===== src/rtl/vx_tcu_drl_acc.sv =====
// Elastic two-stage adder for the TCU DRL FEDP datapath: split lane sums in S1,
// final sum plus sign/zero flags in S2, with bubble-collapsing valid/ready.
module vx_tcu_drl_acc #(
   parameter string INSTANCE_ID = "",
   parameter int    N           = 5,
   parameter int    WA          = 27,
   localparam int   WS          = WA + $clog2(N)
) (
   input  logic                   clk,
   input  logic                   reset,
   input  logic                   valid_in,
   output logic                   ready_in,
   input  logic [31:0]            req_id_in,
   input  logic                   is_int_in,
   input  logic [7:0]             exp_in,
   input  logic [N-1:0][WA-1:0]   sigs_in,
   input  logic [N-1:0]           sticky_in,
   output logic                   valid_out,
   input  logic                   ready_out,
   output logic [31:0]            req_id_out,
   output logic                   is_int_out,
   output logic [7:0]             exp_out,
   output logic [WS-1:0]          sum_out,
   output logic                   sticky_out,
   output logic                   sign_out,
   output logic                   zero_out
);

   logic          s1_valid_q, s1_valid_d;
   logic          s2_valid_q, s2_valid_d;
   logic [WS-1:0] s1_lo_q, s1_hi_q;
   logic          s1_st_q, s1_int_q;
   logic [31:0]   s1_id_q;
   logic [7:0]    s1_exp_q;
   logic [WS-1:0] s2_sum_q;
   logic          s2_st_q, s2_int_q, s2_sign_q, s2_zero_q;
   logic [31:0]   s2_id_q;
   logic [7:0]    s2_exp_q;

   logic [WS-1:0] ps_lo_d, ps_hi_d, sum_d;
   logic          st_d;
   logic          s2_adv, s1_adv, fire_in, s2_load;

   assign s2_adv  = ~s2_valid_q | ready_out;
   assign s1_adv  = ~s1_valid_q | s2_adv;
   assign fire_in = valid_in & s1_adv;
   assign s2_load = s2_adv & s1_valid_q;

   // Lanes are sign-extended to WS before summing, so the total cannot overflow.
   always_comb begin
      ps_lo_d = '0;
      ps_hi_d = '0;
      for (int i = 0; i < N; i++) begin
         if (i < N/2)
            ps_lo_d = ps_lo_d + {{(WS-WA){sigs_in[i][WA-1]}}, sigs_in[i]};
         else
            ps_hi_d = ps_hi_d + {{(WS-WA){sigs_in[i][WA-1]}}, sigs_in[i]};
      end
      st_d = (|sticky_in) & ~is_int_in;
   end

   assign sum_d = s1_lo_q + s1_hi_q;

   always_comb begin
      s1_valid_d = s1_valid_q;
      s2_valid_d = s2_valid_q;
      if (s1_adv)
         s1_valid_d = fire_in;
      if (s2_adv)
         s2_valid_d = s1_valid_q;
   end

   always_ff @(posedge clk or posedge reset) begin
      if (reset) begin
         s1_valid_q <= 1'b0;
         s1_lo_q    <= '0;
         s1_hi_q    <= '0;
         s1_st_q    <= 1'b0;
         s1_int_q   <= 1'b0;
         s1_id_q    <= '0;
         s1_exp_q   <= '0;
      end else begin
         s1_valid_q <= s1_valid_d;
         if (fire_in) begin
            s1_lo_q  <= ps_lo_d;
            s1_hi_q  <= ps_hi_d;
            s1_st_q  <= st_d;
            s1_int_q <= is_int_in;
            s1_id_q  <= req_id_in;
            s1_exp_q <= exp_in;
         end
      end
   end

   // zero flag resets high so it agrees with the cleared sum register.
   always_ff @(posedge clk or posedge reset) begin
      if (reset) begin
         s2_valid_q <= 1'b0;
         s2_sum_q   <= '0;
         s2_st_q    <= 1'b0;
         s2_int_q   <= 1'b0;
         s2_sign_q  <= 1'b0;
         s2_zero_q  <= 1'b1;
         s2_id_q    <= '0;
         s2_exp_q   <= '0;
      end else begin
         s2_valid_q <= s2_valid_d;
         if (s2_load) begin
            s2_sum_q  <= sum_d;
            s2_st_q   <= s1_st_q;
            s2_int_q  <= s1_int_q;
            s2_sign_q <= sum_d[WS-1];
            s2_zero_q <= (sum_d == '0);
            s2_id_q   <= s1_id_q;
            s2_exp_q  <= s1_exp_q;
         end
      end
   end

   assign ready_in   = s1_adv;
   assign valid_out  = s2_valid_q;
   assign req_id_out = s2_id_q;
   assign is_int_out = s2_int_q;
   assign exp_out    = s2_exp_q;
   assign sum_out    = s2_sum_q;
   assign sticky_out = s2_st_q;
   assign sign_out   = s2_sign_q;
   assign zero_out   = s2_zero_q;

`ifdef DBG_TRACE_TCU
   always_ff @(posedge clk) begin
      if (!reset && fire_in)
         $display("%t: %s acc-in  req_id=%0d sticky=%b", $time, INSTANCE_ID, req_id_in, st_d);
      if (!reset && s2_valid_q && ready_out)
         $display("%t: %s acc-out req_id=%0d sum=0x%0h sticky=%b", $time, INSTANCE_ID,
                  s2_id_q, s2_sum_q, s2_st_q);
   end
`endif

endmodule


===== config.mk =====
export PLATFORM = sky130hd
export DESIGN_NAME = vx_tcu_drl_acc
export DESIGN_NICKNAME = d
export VERILOG_FILES = /design/src/rtl/vx_tcu_drl_acc.sv
export SDC_FILE = /design/constraint.sdc
export NUM_CORES = 1
export LEC_CHECK = 0
export CORE_ASPECT_RATIO = 0.6
export CORE_MARGIN = 8
export CORE_UTILIZATION = 30
export DETAILED_ROUTE_END_ITERATION = 10
export PLACE_DENSITY = 0.55
export SLEW_MARGIN = 15
export SYNTH_ARGS = -nofsm -noshare
export SYNTH_HDL_FRONTEND = slang
export SYNTH_SLANG_ARGS = --single-unit
export TNS_END_PERCENT = 100

===== constraint.sdc =====
create_clock -name clk -period 7.5 [get_ports clk]
set_input_delay 2.25 -clock clk [delete_from_list [all_inputs] [get_ports clk]]
set_output_delay 2.25 -clock clk [all_outputs]
set_load 0.02 [all_outputs]

* Yosys cells after proc, flatten, opt, wreduce, memory -nomap -nowiden
Index checks and enable logic that the tools add are counted.
Storage, ports and cells: flip-flop bits (word level) 178, logic and storage cells 29, output and inout bits 76, input bits 185
Operators by class: bitwise gates (word level) 8, reduce and logical (&&, ||, !) cells 2, add/sub/neg operators 4
Operator list (number):
- 27-bit by 27-bit adder with 28-bit output | 2
- 30-bit adder | 1
- 30-bit logical NOT | 1
- 28-bit by 27-bit adder with 29-bit output | 1
- 5-bit OR reduction | 1
- 1-bit AND | 3
- 1-bit NOT | 3
- 1-bit OR | 2

* Logic depth before layout (Yosys ltp)
Gate-level depths: netlist (run 1).
depth in word-level cells 4, gate-level depth with buffers 15, mapped depth without buffers 15

* Worst setup path before layout (run 1)
No wires, ideal clock.
kind input to register, start point input port sigs_in[55] (netlist name), end point register s1_hi_q[27], setup slack 2.018 ns, data required time 7.365 ns, cell stages on the path 13, setup time 0.135 ns, data arrival time 5.346 ns, buffers on the path 0, cells stage by stage fa_1 > ha_1 > fa_1 > a21o_1 > a21oi_1 > o21bai_1 > a2111oi_2 > o31ai_1 > a211o_1 > a21o_1 > a21oi_1 > mux2i_1 > o311ai_1
On the way: word-level cells in the longest chain between the ends 2
RTL lines:
- start, declared | line 16 | input logic [N-1:0][WA-1:0] sigs_in,
- 27-bit by 27-bit adder with 28-bit output | line 57 | ps_hi_d = ps_hi_d + {{(WS-WA){sigs_in[i][WA-1]}}, sigs_in[i]};
- 28-bit by 27-bit adder with 29-bit output | line 57
- end signal, assigned | line 86 | s1_hi_q <= ps_hi_d;
- end, declared | line 31 | logic [WS-1:0] s1_lo_q, s1_hi_q;
Every way passes these cells. A chain may end at the register's enable or synchronous reset.

* Worst setup path after layout (run 1)
Same ends and word-level chain as after synthesis.

==> results of run 1 <==
## state kept, by name, indices dropped and copies added, names as in the netlist
register / cells
s1_valid_q: 1
is_int_out: 1
valid_out: 1
sum_out: 30
s1_int_q: 1
req_id_out: 32
s1_lo_q: 28
exp_out: 8
zero_out: 1
s1_hi_q: 29
s1_exp_q: 8
s1_id_q: 32
sticky_out: 1
s1_st_q: 1
## critical path, stage by stage
cell and delay (ns):
clkdlybuf4s50_1 0.43, fa_1 0.49, ha_1 0.24, fa_1 0.42, a21o_1 0.19, a21oi_1 0.27, o21bai_1 0.18, a2111oi_2 0.44
o31ai_1 0.21, a211o_1 0.30, a21o_1 0.20, a21oi_1 0.19, mux2i_1 0.21, o311ai_1 0.11
## logic make-up after synthesis
group | count (synthesis) | share of synthesized area
compound gates | 275 | 0.161
simple gates | 253 | 0.112
flops | 174 | 0.399
fa+ha+maj | 113 | 0.150
mux | 99 | 0.102
buf+inv | 69 | 0.0241
xor+xnor | 64 | 0.0514
## worst max path at each step
stage,endpoint,cells after the start
4_1_cts,s1_hi_q[27],14
6_report,s1_hi_q[27],14
5_1_grt,s1_hi_q[27],14
2_1_floorplan,exp_out[0],1
3_3_place_gp,s1_hi_q[27],14
3_5_place_dp,s1_hi_q[27],14
## metrics by stage
stage          hold slack [ns]  worst slack [ns]  power, W   util
6_report                 0.479              1.69   0.00455  0.406
2_1_floorplan            0.445             0.535   0.00278      -
5_1_grt                  0.512              1.44   0.00490  0.406
3_5_place_dp             0.465              1.23   0.00365  0.389
3_3_place_gp             0.463              1.27   0.00362  0.389
4_1_cts                  0.487              1.69   0.00462  0.406
## placed cells by master, fill, tap and decap left out, types with 9 or more instances in the layout
cell             netlist  final
mux2_2                97     97
fa_1                  30     30
clkbuf_16              0     17
xor2_1                33     33
clkdlybuf4s50_1        0    260
a31oi_1               11     11
o21bai_1               9      9
nor2b_1                9      9
nand2_1              109    107
a21o_1                27     27
o21ai_1               20     20
a21oi_1               58     58
o21ai_0               81     81
nor3_1                10     10
inv_1                 34     33
xnor2_1               31     31
nor2_1                34     34
dfrtp_1              173    173
a211oi_1              10     10
nand2b_1              14     14
and3_1                12     12
nand3_1               19     19
ha_1                  83     83
## final cells by class
| type | count | area [µm²] | share of cell area |
|---|---|---|---|
| multi-input cells | 804 | 6310 | 0.431 |
| flip-flops and latches | 174 | 4360 | 0.297 |
| repair buffers | 264 | 2650 | 0.181 |
| well taps | 476 | 596 | 0.0406 |
| clock buffers | 20 | 467 | 0.0319 |
| clock inverters | 12 | 145 | 0.00991 |
| inverters | 34 | 133 | 0.00905 |
| diodes | 1 | 2.50 | 0.000171 |
## power by group
group / leakage [nW] / internal (W) / total, W / switching (W)
sequential: 2.08 / 0.00121 / 0.00137 / 0.000166
combinational: 3.91 / 0.00101 / 0.00223 / 0.00122
clock: 0.306 / 0.000527 / 0.000938 / 0.000411
total: 6.29 / 0.00274 / 0.00455 / 0.00180
## Yosys cell counts, types with 2 or more instances
cell       number  area, µm²
a2111oi_2       2       30.0
a211o_1         2       17.5
a211oi_1       10       75.1
a21boi_1        4       30.0
a21o_1         27        203
a21oi_1        58        290
a311oi_1        3       26.3
a31oi_1        11       68.8
a41oi_1         2       17.5
and2_1          7       43.8
and3_1         12       75.1
and4_1          2       17.5
buf_1           3       11.3
clkbuf_1       31        116
dfrtp_1       173       4330
fa_1           30        601
ha_1           83       1040
inv_1          34        128
mux2_2         97       1090
mux2i_1         2       20.0
nand2_1       109        409
nand2b_1       14       87.6
nand3_1        19       95.1
nand3b_1        2       15.0
nand4_1         8       50.1
nor2_1         34        128
nor2b_1         9       56.3
nor3_1         10       50.1
nor3b_1         4       30.0
nor4_1          4       25.0
o211ai_1        6       45.0
o21a_1          7       52.6
o21ai_0        81        405
o21ai_1        20        100
o21bai_1        9       67.6
o311ai_1        3       26.3
o31a_1          4       35.0
o31ai_1         7       52.6
or2_2           3       18.8
or3_1           7       43.8
or4_1           4       30.0
xnor2_1        31        272
xor2_1         33        289
## metal layers
layer	vias up	GRT usage	wire length, µm
met4	12	0.0315	282
met1	4032	0.209	16200
li1	4275	-	-
met2	197	0.209	12400
met3	29	0.0444	1630
met5	-	0	71
==> impl_metrics.py, run 1 <==
metrics = {
    "synth": {
        "synth_edf_count": 0,
        "synth_cell_type_count": 69,
        "yosys_warnings": 0,
        "syn-cell-area_um2": 10900,
        "syn_inst": 1047,
        "syn-num-nets": 1345,
        "syn_area_per_cell_um2": 10.4,
        "synthFlopType": "dfrtp_1",
        "synth-seq-cells": 174,
        "ys_seq_area_frac": 0.399,
        "synth_async_sr_flop_share": 1.00,
    },
    "clocking": {
        "cts_tree": "built",
        "clockRootBuffer": "clkbuf_16",
        "cts_resized": 0,
        "cts_hold_buf": 0,
        "clk_pin_slew_ns": 0.07,
        "ctsHtreeMaxLevel": 4,
        "worstSkewPairLatency_ns": 0.45,
        "post_cts_buffers": 0,
        "clock_path_buffers": 2,
        "cts_buffers": 17,
        "cts.sinks": 174,
    },
    "min_path": {
        "hp-class": "reg2reg",
        "min_path_cells": 2,
        "min_from": "sum_out[9]",
        "holdPathEnd": "sum_out[9]",
    },
    "place": {
        "port_buffers": 260,
        "gp_congestion": 0.802,
        "place_area_um2": 14000,
        "dp_cells": 1752,
        "dpl.hpwl_um": 24600,
    },
    "global_routing": {
        "grt_pass1_wl_um": 49600,
        "grt-ovfl-total": 0,
        "grt_start_max_net_pins": 96,
        "grt.total_usage": 0.144,
        "grt_antenna_before_repair": 6,
        "grt_pass1_vias": 8841,
    },
    "die": {
        "chipHeight_um": 164,
        "ios": 261,
        "rows": 54,
        "dieArea_um2": 42900,
        "die_w_um": 262,
        "core_area_um2": 36100,
        "initial_core_util": 0.302,
    },
    "cells_and_area": {
        "area_growth_pct": 34.3,
        "design_area_um2": 14700,
        "finalNonFillerCells": 1785,
        "num-fill-cells": 3532,
        "final_layout_size_suffix_gt1_frac": 0.117,
        "nNetsFinal": 1593,
    },
    "drt": {
        "vias": 8545,
        "remaining_drc_errors": 0,
        "postRouteWirelength_um": 30600,
        "firstDrtPassIters": 4,
        "drt_iter0_drc": 248,
        "viasPerCell": 4.79,
        "routedWlPerCell_um": 17.1,
        "ant_nets": 0,
    },
    "sta": {
        "max-slew-margin-rel": 0.416,
        "hold_viol": 0,
        "slew_violations": 0,
        "setup_viol": 0,
        "fin_crit_ns": 5.81,
        "fmax_mhz": 172,
        "worst_pin_slew_ns": 0.876,
        "rsz0062_at_grt": "false",
        "finalClockSkew_ns": 0.0138,
        "period_share": 0.775,
        "tns_ns": 0,
    },
    "setup_path": {
        "end_kind": "register",
        "timing.rr.end": "zero_out",
        "rrSetupSlack_ns": 4.20,
        "crit_start": "sigs_in[55]",
        "r2r-start": "s1_lo_q[0]",
        "cp_max_fo": 3,
        "path_class": "in2reg",
        "start_kind": "input pin",
        "reg2reg_depth": 13,
        "crit_arrival_ns": 6.13,
        "required_ns": 7.81,
    },
    "power_and_ir_drop": {
        "p_per_area_nw_per_um2": 310,
        "worst_ir_drop_vdd_v": 0.000161,
        "p_leak_nw": 6.29,
    },
    "run": {
        "cap_violations": 0,
    },
    "outcome": {
        "status": "complete, no violations",
    },
}
No activity file was read; power rests on OpenSTA's default activity.
==> run 2, diff against run 1 <==
--- a/config.mk
+++ b/config.mk
@@ -9,7 +9,7 @@
 export CORE_MARGIN = 8
 export CORE_UTILIZATION = 30
 export DETAILED_ROUTE_END_ITERATION = 10
-export PLACE_DENSITY = 0.55
+export PLACE_DENSITY = 0.57
 export SLEW_MARGIN = 15
 export SYNTH_ARGS = -nofsm -noshare
 export SYNTH_HDL_FRONTEND = slang
==> constraint.sdc (replaced) <==
create_clock -name clk -period 5.3 [get_ports clk]
set_input_delay 1.59 -clock clk [delete_from_list [all_inputs] [get_ports clk]]
set_output_delay 1.59 -clock clk [all_outputs]
set_load 0.02 [all_outputs]
==> impl_metrics.py, run 2 (synthesis results as in run 1) <==
metrics = {
    "outcome": {
        "status": "complete, no violations",
    },
    "setup_path": {
        "rrSetupSlack_ns": 1.96,
        "crit_arrival_ns": 5.33,
        "start_kind": "input pin",
        "path_class": "in2reg",
        "end_kind": "register",
        "r2r-start": "s1_lo_q[0]",
        "timing.rr.end": "zero_out",
        "reg2reg_depth": 10,
        "cp_max_fo": 2,
        "required_ns": 5.60,
    },
    "clocking": {
        "clockRootBuffer": "clkbuf_16",
        "cts_resized": 0,
        "ctsHtreeMaxLevel": 4,
        "cts_hold_buf": 0,
        "cts.sinks": 174,
        "cts_buffers": 17,
        "cts_tree": "built",
        "worstSkewPairLatency_ns": 0.46,
        "post_cts_buffers": 0,
        "clk_pin_slew_ns": 0.07,
        "clock_path_buffers": 2,
    },
    "sta": {
        "rsz0062_at_grt": "false",
        "hold_viol": 0,
        "fmax_mhz": 199,
        "max-slew-margin-rel": 0.413,
        "slew_violations": 0,
        "period_share": 0.948,
        "finalClockSkew_ns": 0.0165,
        "fin_crit_ns": 5.02,
        "setup_slack_ns": 0.276,
        "setup_viol": 0,
        "worst_pin_slew_ns": 0.881,
        "holdWs_ns": 0.479,
    },
    "power_and_ir_drop": {
        "p_leak_nw": 6.31,
        "p_per_area_nw_per_um2": 434,
        "worst_ir_drop_vdd_v": 0.000223,
    },
    "place": {
        "dpl.hpwl_um": 25200,
        "port_buffers": 260,
        "place_ws_ns": -0.186,
        "gp_congestion": 0.859,
    },
    "cells_and_area": {
        "nNetsFinal": 1603,
        "layout_commonest_cell": "clkdlybuf4s50_1",
        "post-route-util": 0.407,
        "regArea_um2": 4360,
        "multi_input_area_um2": 6310,
        "area_growth_pct": 34.7,
        "layout_common_cells": "clkdlybuf4s50_1, dfrtp_1, nand2_1",
        "final_layout_size_suffix_gt1_frac": 0.124,
        "num-fill-cells": 3536,
    },
    "die": {
        "initial_core_util": 0.302,
        "rows": 54,
        "core_area_um2": 36100,
        "chipHeight_um": 164,
        "dieArea_um2": 42900,
        "die_w_um": 262,
        "ios": 261,
    },
    "global_routing": {
        "grt_antenna_before_repair": 1,
        "grt_pass1_wl_um": 50000,
        "grt.total_usage": 0.146,
        "grt_pass1_vias": 8987,
        "grt-ovfl-total": 0,
        "grt_start_max_net_pins": 91,
    },
    "drt": {
        "remaining_drc_errors": 0,
        "viasPerCell": 4.81,
        "firstDrtPassIters": 4,
        "drt_iter0_drc": 330,
        "vias": 8635,
        "routedWlPerCell_um": 17.4,
        "ant_nets": 0,
        "postRouteWirelength_um": 31200,
    },
    "run": {
        "cap_violations": 0,
    },
    "min_path": {
        "hp-class": "reg2reg",
        "holdPathEnd": "zero_out",
        "min_path_cells": 2,
        "min_from": "zero_out",
    },
}
==> run 2: metal layers <==
metal / track usage / share of wire / wire length (µm) / up-vias
li1: - / - / - / 4308
met1: 0.204 / 0.51 / 15900 / 4102
met2: 0.214 / 0.41 / 12800 / 205
met3: 0.0552 / 0.070 / 2200 / 20
met4: 0.0285 / 0.0092 / 286 / 0
met5: 0 / 0 / 0 / -
==> run 2: how the worst max path moves through the flow <==
stage	start	to	slack [ns]	cells past startpoint
final	sigs_in[55]	s1_hi_q[27]	0.28	14
after detailed placement	sigs_in[55]	s1_hi_q[27]	-0.19	14
after global routing	sigs_in[55]	s1_hi_q[27]	0.04	14
after global placement	sigs_in[55]	s1_hi_q[27]	-0.16	14
after floorplan	sigs_in[55]	s1_hi_q[27]	0.48	13
after CTS	sigs_in[55]	s1_hi_q[27]	0.29	14
==> run 2: through the flow <==
step / total power [W] / cell area (µm²) / TNS (ns) / cells
6_report: 0.00638 / 14700 / 0 / 1795
5_1_grt: 0.00690 / 14700 / 0 / 1794
4_1_cts: 0.00650 / 14700 / 0 / 1794
3_5_place_dp: 0.00519 / 14100 / -0.370 / 1762
3_3_place_gp: 0.00514 / 14100 / -0.231 / 1762
2_1_floorplan: 0.00394 / 10900 / 0 / 1047
==> run 2: power by group <==
part	total (W)	leakage, nW	internal, W	switching, W
sequential	0.00195	2.08	0.00171	0.000239
combinational	0.00317	3.95	0.00144	0.00173
clock	0.00127	0.284	0.000666	0.000600
total	0.00638	6.31	0.00382	0.00257
==> run 2: critical path, stage by stage <==
cell and delay [ns]:
clkdlybuf4s50_1 0.43, fa_1 0.48, ha_1 0.26, fa_1 0.41, a21o_1 0.20, a21oi_1 0.19
o21bai_1 0.13, a2111oi_2 0.43, o31ai_1 0.20, a211o_1 0.29, a21o_1 0.20, a21oi_1 0.18
mux2i_1 0.21, o311ai_1 0.11
==> run 2: area by class of cell <==
class,instances,area share
Tap cell,476,0.0405
Sequential cell,174,0.296
Inverter,34,0.00894
Multi-Input combinational cell,804,0.429
Antenna cell,1,0.000170
Clock inverter,15,0.0106
Timing Repair Buffer,274,0.185
Clock buffer,17,0.0289
==> run 3, diff against run 2 <==
--- a/config.mk
+++ b/config.mk
@@ -9,6 +9,7 @@
 export CORE_MARGIN = 8
 export CORE_UTILIZATION = 30
 export DETAILED_ROUTE_END_ITERATION = 10
+export GPL_ROUTABILITY_DRIVEN = 0
 export PLACE_DENSITY = 0.57
 export SLEW_MARGIN = 15
 export SYNTH_ARGS = -nofsm -noshare
==> results of run 3 <==
Same layout as run 2: the final DEF is identical, and so are final timing and power.
